$ cat src/rtl/arm_pkg.sv
// Shared definitions for the ARM execute stage: ALU opcodes, shifter codes,
// NZCV bit positions and forwarding select codes.
package arm_pkg;

    localparam logic [3:0] EXE_MOV = 4'b0001;
    localparam logic [3:0] EXE_MVN = 4'b1001;
    localparam logic [3:0] EXE_ADD = 4'b0010;
    localparam logic [3:0] EXE_ADC = 4'b0011;
    localparam logic [3:0] EXE_SUB = 4'b0100;
    localparam logic [3:0] EXE_SBC = 4'b0101;
    localparam logic [3:0] EXE_AND = 4'b0110;
    localparam logic [3:0] EXE_ORR = 4'b0111;
    localparam logic [3:0] EXE_EOR = 4'b1000;

    typedef enum logic [1:0] {
        SHIFT_LSL = 2'b00,
        SHIFT_LSR = 2'b01,
        SHIFT_ASR = 2'b10,
        SHIFT_ROR = 2'b11
    } shift_t;

    localparam int STATUS_N = 3;
    localparam int STATUS_Z = 2;
    localparam int STATUS_C = 1;
    localparam int STATUS_V = 0;

    typedef enum logic [1:0] {
        FWD_REG     = 2'b00,
        FWD_MEM     = 2'b01,
        FWD_WB      = 2'b10,
        FWD_REG_ALT = 2'b11
    } fwd_sel_t;

    // Rotate right by 0..31 through a doubled word so no amount needs a special case.
    function automatic logic [31:0] ror32(input logic [31:0] value, input logic [4:0] amount);
        logic [63:0] doubled;
        doubled = {value, value} >> amount;
        return doubled[31:0];
    endfunction

endpackage

$ cat src/rtl/val2_gen.sv
// Second-operand generator: memory offset, rotated 8-bit immediate, or
// immediate-shifted register value.
module val2_gen
    import arm_pkg::*;
(
    input  logic [31:0] res2,
    input  logic [11:0] shift_operand,
    input  logic        is_imm,
    input  logic        mem_inst,
    output logic [31:0] val2
);

    logic [4:0] shamt_s;
    logic [4:0] rot_s;

    assign shamt_s = shift_operand[11:7];
    assign rot_s   = {shift_operand[11:8], 1'b0};

    // Select the operand source; bit 4 (register-specified shift) is ignored.
    always_comb begin
        val2 = 32'h0000_0000;
        if (mem_inst) begin
            val2 = {20'h0_0000, shift_operand};
        end else if (is_imm) begin
            val2 = ror32({24'h00_0000, shift_operand[7:0]}, rot_s);
        end else begin
            case (shift_operand[6:5])
                SHIFT_LSL: val2 = res2 << shamt_s;
                SHIFT_LSR: val2 = res2 >> shamt_s;
                SHIFT_ASR: val2 = $unsigned($signed(res2) >>> shamt_s);
                SHIFT_ROR: val2 = ror32(res2, shamt_s);
                default:   val2 = res2;
            endcase
        end
    end

endmodule

$ cat src/rtl/exe_stage.sv
// ARM execute stage: Val2, ALU, branch target, NZCV status and EX/MEM register.
// Optional operand forwarding is enabled with `define EXE_FORWARDING_EN.
module exe_stage
    import arm_pkg::*;
#(
    parameter int DATA_W     = 32,
    parameter int REG_ADDR_W = 4
) (
    input  logic                  clk,
    input  logic                  rst,
    input  logic                  freeze,
    input  logic                  S_UpdateSig,
    input  logic                  branch,
    input  logic                  memWriteEn,
    input  logic                  memReadEn,
    input  logic                  writeBackEn,
    input  logic [3:0]            exeCMD,
    input  logic [DATA_W-1:0]     res1,
    input  logic [DATA_W-1:0]     res2,
    input  logic [DATA_W-1:0]     PC,
    input  logic [23:0]           signedImm24,
    input  logic [REG_ADDR_W-1:0] R_d,
    input  logic                  isImmidiate,
    input  logic [11:0]           shiftOperand,
    input  logic                  carry,
`ifdef EXE_FORWARDING_EN
    input  logic [1:0]            selSrc1,
    input  logic [1:0]            selSrc2,
    input  logic [DATA_W-1:0]     memFwdVal,
    input  logic [DATA_W-1:0]     wbFwdVal,
`endif
    output logic                  branchTaken,
    output logic [DATA_W-1:0]     branchAddr,
    output logic [3:0]            status,
    output logic                  wbEnOut,
    output logic                  memREnOut,
    output logic                  memWEnOut,
    output logic [DATA_W-1:0]     aluResOut,
    output logic [DATA_W-1:0]     stValOut,
    output logic [REG_ADDR_W-1:0] destOut
);

    logic [31:0]           op1_s;
    logic [31:0]           op2_s;
    logic [31:0]           val2_s;
    logic                  mem_inst_s;
    logic [31:0]           add_b_s;
    logic                  add_cin_s;
    logic                  is_arith_s;
    logic                  is_valid_s;
    logic [31:0]           logic_res_s;
    logic [32:0]           sum_s;
    logic [31:0]           alu_res_s;
    logic [3:0]            flags_s;

    logic [3:0]            status_d,    status_q;
    logic                  wb_en_d,     wb_en_q;
    logic                  mem_r_en_d,  mem_r_en_q;
    logic                  mem_w_en_d,  mem_w_en_q;
    logic [31:0]           alu_res_d,   alu_res_q;
    logic [31:0]           st_val_d,    st_val_q;
    logic [REG_ADDR_W-1:0] dest_d,      dest_q;

`ifdef EXE_FORWARDING_EN
    // Forwarding muxes; both 00 and 11 fall back to the register file value.
    always_comb begin
        case (selSrc1)
            FWD_MEM: op1_s = memFwdVal;
            FWD_WB:  op1_s = wbFwdVal;
            default: op1_s = res1;
        endcase
        case (selSrc2)
            FWD_MEM: op2_s = memFwdVal;
            FWD_WB:  op2_s = wbFwdVal;
            default: op2_s = res2;
        endcase
    end
`else
    assign op1_s = res1;
    assign op2_s = res2;
`endif

    assign mem_inst_s = memReadEn | memWriteEn;

    val2_gen u_val2_gen (
        .res2          (op2_s),
        .shift_operand (shiftOperand),
        .is_imm        (isImmidiate),
        .mem_inst      (mem_inst_s),
        .val2          (val2_s)
    );

    // Opcode decode: subtraction is folded into the adder as op1 + ~val2 + cin.
    always_comb begin
        add_b_s     = val2_s;
        add_cin_s   = 1'b0;
        is_arith_s  = 1'b0;
        is_valid_s  = 1'b1;
        logic_res_s = 32'h0000_0000;
        case (exeCMD)
            EXE_MOV: logic_res_s = val2_s;
            EXE_MVN: logic_res_s = ~val2_s;
            EXE_ADD: is_arith_s = 1'b1;
            EXE_ADC: begin
                is_arith_s = 1'b1;
                add_cin_s  = carry;
            end
            EXE_SUB: begin
                is_arith_s = 1'b1;
                add_b_s    = ~val2_s;
                add_cin_s  = 1'b1;
            end
            EXE_SBC: begin
                is_arith_s = 1'b1;
                add_b_s    = ~val2_s;
                add_cin_s  = carry;
            end
            EXE_AND: logic_res_s = op1_s & val2_s;
            EXE_ORR: logic_res_s = op1_s | val2_s;
            EXE_EOR: logic_res_s = op1_s ^ val2_s;
            default: is_valid_s = 1'b0;
        endcase
    end

    assign sum_s     = {1'b0, op1_s} + {1'b0, add_b_s} + {32'h0000_0000, add_cin_s};
    assign alu_res_s = is_arith_s ? sum_s[31:0] : logic_res_s;

    // Logical ops and moves keep C and V from the current status.
    always_comb begin
        flags_s[STATUS_N] = alu_res_s[31];
        flags_s[STATUS_Z] = (alu_res_s == 32'h0000_0000);
        if (is_arith_s) begin
            flags_s[STATUS_C] = sum_s[32];
            flags_s[STATUS_V] = (op1_s[31] == add_b_s[31]) && (alu_res_s[31] != op1_s[31]);
        end else begin
            flags_s[STATUS_C] = status_q[STATUS_C];
            flags_s[STATUS_V] = status_q[STATUS_V];
        end
    end

    // Next-state of EX/MEM and status: freeze holds everything.
    always_comb begin
        status_d   = status_q;
        wb_en_d    = wb_en_q;
        mem_r_en_d = mem_r_en_q;
        mem_w_en_d = mem_w_en_q;
        alu_res_d  = alu_res_q;
        st_val_d   = st_val_q;
        dest_d     = dest_q;
        if (!freeze) begin
            wb_en_d    = writeBackEn;
            mem_r_en_d = memReadEn;
            mem_w_en_d = memWriteEn;
            alu_res_d  = alu_res_s;
            st_val_d   = op2_s;
            dest_d     = R_d;
            if (S_UpdateSig && is_valid_s) begin
                status_d = flags_s;
            end else begin
                status_d = status_q;
            end
        end else begin
            status_d = status_q;
        end
    end

    // EX/MEM and status registers; reset overrides freeze.
    always_ff @(posedge clk) begin
        if (rst) begin
            status_q   <= 4'b0000;
            wb_en_q    <= 1'b0;
            mem_r_en_q <= 1'b0;
            mem_w_en_q <= 1'b0;
            alu_res_q  <= 32'h0000_0000;
            st_val_q   <= 32'h0000_0000;
            dest_q     <= {REG_ADDR_W{1'b0}};
        end else begin
            status_q   <= status_d;
            wb_en_q    <= wb_en_d;
            mem_r_en_q <= mem_r_en_d;
            mem_w_en_q <= mem_w_en_d;
            alu_res_q  <= alu_res_d;
            st_val_q   <= st_val_d;
            dest_q     <= dest_d;
        end
    end

    assign branchTaken = branch;
    assign branchAddr  = PC + {{6{signedImm24[23]}}, signedImm24, 2'b00};

    assign status    = status_q;
    assign wbEnOut   = wb_en_q;
    assign memREnOut = mem_r_en_q;
    assign memWEnOut = mem_w_en_q;
    assign aluResOut = alu_res_q;
    assign stValOut  = st_val_q;
    assign destOut   = dest_q;

endmodule

$ cat config.mk
export PLATFORM = sky130hd
export DESIGN_NAME = exe_stage
export DESIGN_NICKNAME = d
export VERILOG_FILES = /design/src/rtl/arm_pkg.sv /design/src/rtl/val2_gen.sv /design/src/rtl/exe_stage.sv
export SDC_FILE = /design/constraint.sdc
export NUM_CORES = 1
export LEC_CHECK = 0
export CAP_MARGIN = 20
export CORE_MARGIN = 4
export CORE_UTILIZATION = 25
export CTS_BUF_LIST = sky130_fd_sc_hd__clkbuf_16
export DETAILED_ROUTE_END_ITERATION = 16
export PLACE_DENSITY_LB_ADDON = 0.3
export SYNTH_ARGS = -nofsm -noshare
export SYNTH_HDL_FRONTEND = slang
export SYNTH_HIERARCHICAL = 1
export SYNTH_SLANG_ARGS = --single-unit
$ cat constraint.sdc
create_clock -name clk -period 11.3 [get_ports clk]
set_clock_uncertainty 0.05 [all_clocks]
set_input_delay 2.26 -clock clk [delete_from_list [all_inputs] [get_ports clk]]
set_output_delay 2.26 -clock clk [all_outputs]
set_load 0.05 [all_outputs]
## After elaboration in Yosys (flattened, before gate mapping)

Index checks and enable logic that the tools add are counted.
Widths: inputs -> output; s select.

- Flip-flop bits (word level): 75
- Input bits: 150
- Output and inout port bits: 108

- $add $sub $neg: 3
- Equal/unequal tests: 14
- Shift operators: 5
- Multiplexer cells: 9
- Bitwise operators: 6
- Reductions and logical operators: 10

Operator list:

| cell | number |
|---|---|
| $pmux 32 s5 | 1 |
| $mux 32 | 4 |
| $pmux 32 s4 | 1 |
| $shr 64x5->32 | 1 |
| $shr 40x5->32 | 1 |
| $add 32x32->33 | 1 |
| $add 33x1->33 | 1 |
| $add 32x32->32 | 1 |
| $and 32x32->32 | 1 |
| $logic_not 32->1 | 1 |
| $not 32->32 | 1 |
| $or 32x32->32 | 1 |
| $shl 32x5->32 | 1 |
| $shr 32x5->32 | 1 |
| $sshr 32x5->32 | 1 |
| $xor 32x32->32 | 1 |
| $eq 4x3->1 const B | 4 |
| $reduce_or 9->1 | 1 |
| $eq 4x2->1 const B | 2 |
| $eq 4x4->1 const B | 2 |
| $eq 2x2->1 const B | 2 |
| $eq 4x1->1 const B | 1 |
| $reduce_or 2->1 | 2 |
| $reduce_or 4->1 | 1 |
| 11 further kinds | 13 |

## Longest topological paths before layout

- Depth after elaboration: 11
- Gate-level depth with buffers: 26
- Gate-level depth less buffers: 22

## By module

Netlist, hierarchy kept.

Modules (own cells, without submodules):

| module | times used | cells an instance | area each (um^2) | sequential area each (um^2) |
|---|---|---|---|---|
| exe_stage | 1 | 1,114 | 8,699.6 | 1,501.4 |
| val2_gen | 1 | 808 | 5,994.5 | 0.0 |

## Worst setup path before layout

No wires, ideal clock.

- Kind: input to output
- Start point: input port PC[2]
- End point: output port branchAddr[30]
- Arrival time: 5.374 ns
- Setup slack: 3.616 ns
- Stages: 14
- Buffers on the path: 0
- Path through: ha_1 > inv_1 > fa_1 > nor2b_1 > o31a_1 > o311a_1 > o21ai_1 > a211o_1 > o221ai_1 > nand2_1 > nor3_1 > a2111oi_0 > a21oi_1 > xor2_1

- Word-level cells in the longest chain between the ends: 1

RTL lines:

| item | RTL line | RTL |
|---|---|---|
| from (decl) | exe_stage.sv:20 | `input logic [DATA_W-1:0] PC,` |
| $add 32x32->32 | exe_stage.sv:189 | `assign branchAddr = PC + {{6{signedImm24[23]}}, signedImm24, 2'b00};` |
| to (decl) | exe_stage.sv:33 | `output logic [DATA_W-1:0] branchAddr,` |

No other way between the ends.

## Final worst setup path

Same ends and word-level chain as after synthesis.

==> reports/qor.csv <==
stage;metric;value;unit
logic_synthesis;number of distinct library cells after synthesis;104;
placement;HPWL Detailed;56400;um
logic_synthesis;Synth Cell Area;14700;sq um
power;total power;1.67;mW
logic_synthesis;synth cell count leaders;nor2_1 (219), a21oi_1 (136), mux2i_1 (125), nand2_1 (125), ha_1 (124);
final_layout;FILL cells;6277;
power;P per Cell Area;93.0;nW/um^2
setup_path;Critical Path RT;8.99;ns
route;Via density;5.79;
placement;dpl cells;2828;
setup_path;kind of critical path;primary input to primary output;
logic_synthesis;sequential cell area fraction in the yosys report;10.2;%
grt;vias in the first global route;16100;
sta;worst relative slew slack;29.0;%
route;Routed Wire Length;72400;um
setup_path;reg2reg path depth;2;
setup_path;worst-path maximum fanout;3;
logic_synthesis;XOR/XNOR share of the synthesized area;6.50;%
clocking;CTS sink cnt;75;
logic_synthesis;top_reg_cell synth;dfxtp_1;
final_layout;non-filler cells, final;2844;
logic_synthesis;Synth Area in Simple Gates;16.9;%
sta;fin crit period;8.71;ns
run_status;status;finished clean;
clocking;clock buffer depth;2;
route;DR WL met2;32900;um
logic_synthesis;largest family of logic cells by synthesized area;compound AO/OA/AOI/OAI gates;
logic_synthesis;Post-synth EDFFs;0;
grt;GRT Resource Usage Total;21.9;%
floorplan;row cnt;88;
min_path;hold_sp;aluResOut[21];
logic_synthesis;Yosys top cell area share;10.6;%
grt;initial antenna violation count;1;
logic_synthesis;Synth Area in Compound Gates;28.8;%
final_layout;fin util;31.0;%
grt;first-pass GRT wire length;107000;um
logic_synthesis;Post-synth ARST share;0;%
clocking;# resized after CTS;0;
floorplan;DIE HEIGHT;250;um
sta;Slew Limit Fails;0;
grt;GRT overflow;0;
sta;Max Fclk;115;MHz
sta;setup TNS;0;ns
route;# DRC;0;
route;metal3 WL;5790;um
clocking;Post-CTS Hold Fix Bufs;0;
floorplan;initial core utilization;25.4;%
route;top routing layer used;met5;
logic_synthesis;Post-Synth Adder-Cell Area;11.0;%
logic_synthesis;leading area contributor after synthesis;ha_1;
floorplan;Core Footprint;57900;sq um
clocking;clock-pin slew on the worst setup and hold paths;0.07;ns
clocking;TritonCTS Buffers;9;
floorplan;DIE AREA;62700;sq um
placement;Port Buffer Count;251;
clocking;H-tree depth;3;
min_path;Hold Path Sink;aluResOut[21];
logic_synthesis;largest cells by area after synthesis;ha_1 (11%), dfxtp_1 (10%), mux2i_1 (8.5%);
final_layout;finished layout cell area;17900;sq um
clocking;Root Buffer;clkbuf_16;
setup_path;reg2reg setup slack;10.52;ns
logic_synthesis;Avg Cell Area, Syn;7.65;sq um
min_path;worst hold path depth;2;
sta;# setup viols final;0;
setup_path;Crit. End Element;primary output;
setup_path;worst reg2reg startpoint;aluResOut[24];
sta;RSZ-0062 raised after global routing;false;
logic_synthesis;Synth Register Bits;75;
setup_path;worst path arrival time;6.40;ns
logic_synthesis;multiplexer share of the synthesized area;18.6;%
final_layout;area grow syn2layout;22.1;%
grt;largest net degree at the start of global routing;73;
power;P_leak;7.09;nW
final_layout;nets@finish;2351;
setup_path;Startpoint Class;primary input;
floorplan;I/O pins;258;
clocking;CTS tree;done;
sta;Worst Tran Pin Value;1.06;ns
route;DR pass1 iterations;5;
placement;Post-DP Area;17600;sq um
logic_synthesis;Ys Warns;6;
logic_synthesis;most numerous cell in the Yosys netlist;nor2_1;
sta;final hold vios;0;
clocking;Clock Latency Late Sink;0.36;ns
final_layout;n_diodes;0;
logic_synthesis;Mapped Nets;2199;
min_path;Min-Delay Path Class;flip-flop to flip-flop;
logic_synthesis;cells after synthesis;1922;
floorplan;die width;250;um
route;Detail Route Antenna Nets;0;
job;Max Cap Violations;0;
setup_path;FF-to-FF End;aluResOut[24];
power;Max IR drop VDD;102;uV
route;routed length per instance;25.5;um
route;vias after detailed routing;16500;
final_layout;share of cells above drive strength 1;9.09;%
sta;Final Cycle Share;77.1;%
placement;RePlAce Congestion;0.989;
route;M1 WL;31400;um
route;DRT iter0 DRCs;1689;
clocking;post-CTS setup buffers;0;
[metrics by stage]
stage	setup slack, ns	hold slack (ns)
final	2.59	0.414
after global routing	2.20	0.469
after CTS	2.52	0.417
after detailed placement	2.52	0.407
after global placement	2.58	0.404
after floorplan	3.62	0.636
[area by class of cell]
cell class	count	area, sq um	share of cell area [%]
clock buffers	9	225	1.26
clock inverters	7	82.6	0.460
inverters	104	390	2.18
multi-input cells	1597	12000	67.1
flip-flops and latches	75	1500	8.37
well taps	765	957	5.33
repair buffers	287	2750	15.3
[metal layers]
metal / up-vias / track usage, %
met5: - / 0
met4: 2 / 7.02
met3: 101 / 4.13
met2: 785 / 35.5
met1: 8079 / 29.4
li1: 7499 / -
[cell usage in the layout (no fill, tap or decap), drive strengths merged, types with 13 or more instances in the layout]
cell	netlist	final
a211oi	27	27
a21o	26	26
a21oi	136	136
a221o	16	16
a221oi	27	27
a22oi	16	16
a31oi	23	23
buf	67	45
clkdlybuf4s50	0	242
dfxtp	75	75
ha	124	124
inv	100	104
mux2	51	51
mux2i	125	125
mux4	40	40
nand2	125	125
nand2b	25	25
nand3	33	33
nor2	220	220
nor2b	17	17
nor3	43	43
o211ai	19	19
o21ai	105	105
o221ai	21	21
o22ai	48	48
or2	13	13
xnor2	87	87
xor2	22	22
[worst max path at each step]
stage | start | end | cells after the start
2_1_floorplan | PC[2] | branchAddr[30] | 14
3_3_place_gp | shiftOperand[8] | status[2] | 24
3_5_place_dp | PC[2] | branchAddr[30] | 16
4_1_cts | PC[2] | branchAddr[30] | 16
5_1_grt | PC[2] | branchAddr[30] | 16
6_report | PC[2] | branchAddr[30] | 16
[logic make-up (layout without fill, tap and decap cells)]
| group | Yosys count | after routing |
|---|---|---|
| AO/OA/AOI/OAI | 606 | 606 |
| AND/OR/NAND/NOR | 539 | 539 |
| buffers and inverters | 250 | 407 |
| flip-flops | 75 | 75 |
| XOR/XNOR | 109 | 109 |
| adder cells (fa/ha/maj) | 127 | 127 |
| multiplexers | 216 | 216 |
[registers in the layout (all words and copies together) (netlist names)]
register / flops
memWEnOut: 1
destOut: 4
wbEnOut: 1
aluResOut: 32
status: 4
memREnOut: 1
stValOut: 32
[report_power, final]
part	total, mW	switching, mW	internal (mW)
sequential	0.293	0.0106	0.283
clock	0.310	0.135	0.175
combinational	1.07	0.677	0.388
[critical path, stage by stage]
cell and delay (ns):
clkdlybuf4s50_1 0.40, ha_1 0.21, inv_1 0.07, fa_1 0.22, nor2b_1 0.07, o31a_1 0.28, o311a_1 0.33, o21ai_1 0.13
a211o_1 0.18, o221ai_1 0.15, nand2_1 0.16, nor3_1 0.07, a2111oi_0 0.68, a21oi_1 0.19, xor2_1 0.18, clkdlybuf4s50_1 0.82
No activity file was read; power rests on OpenSTA's default activity.
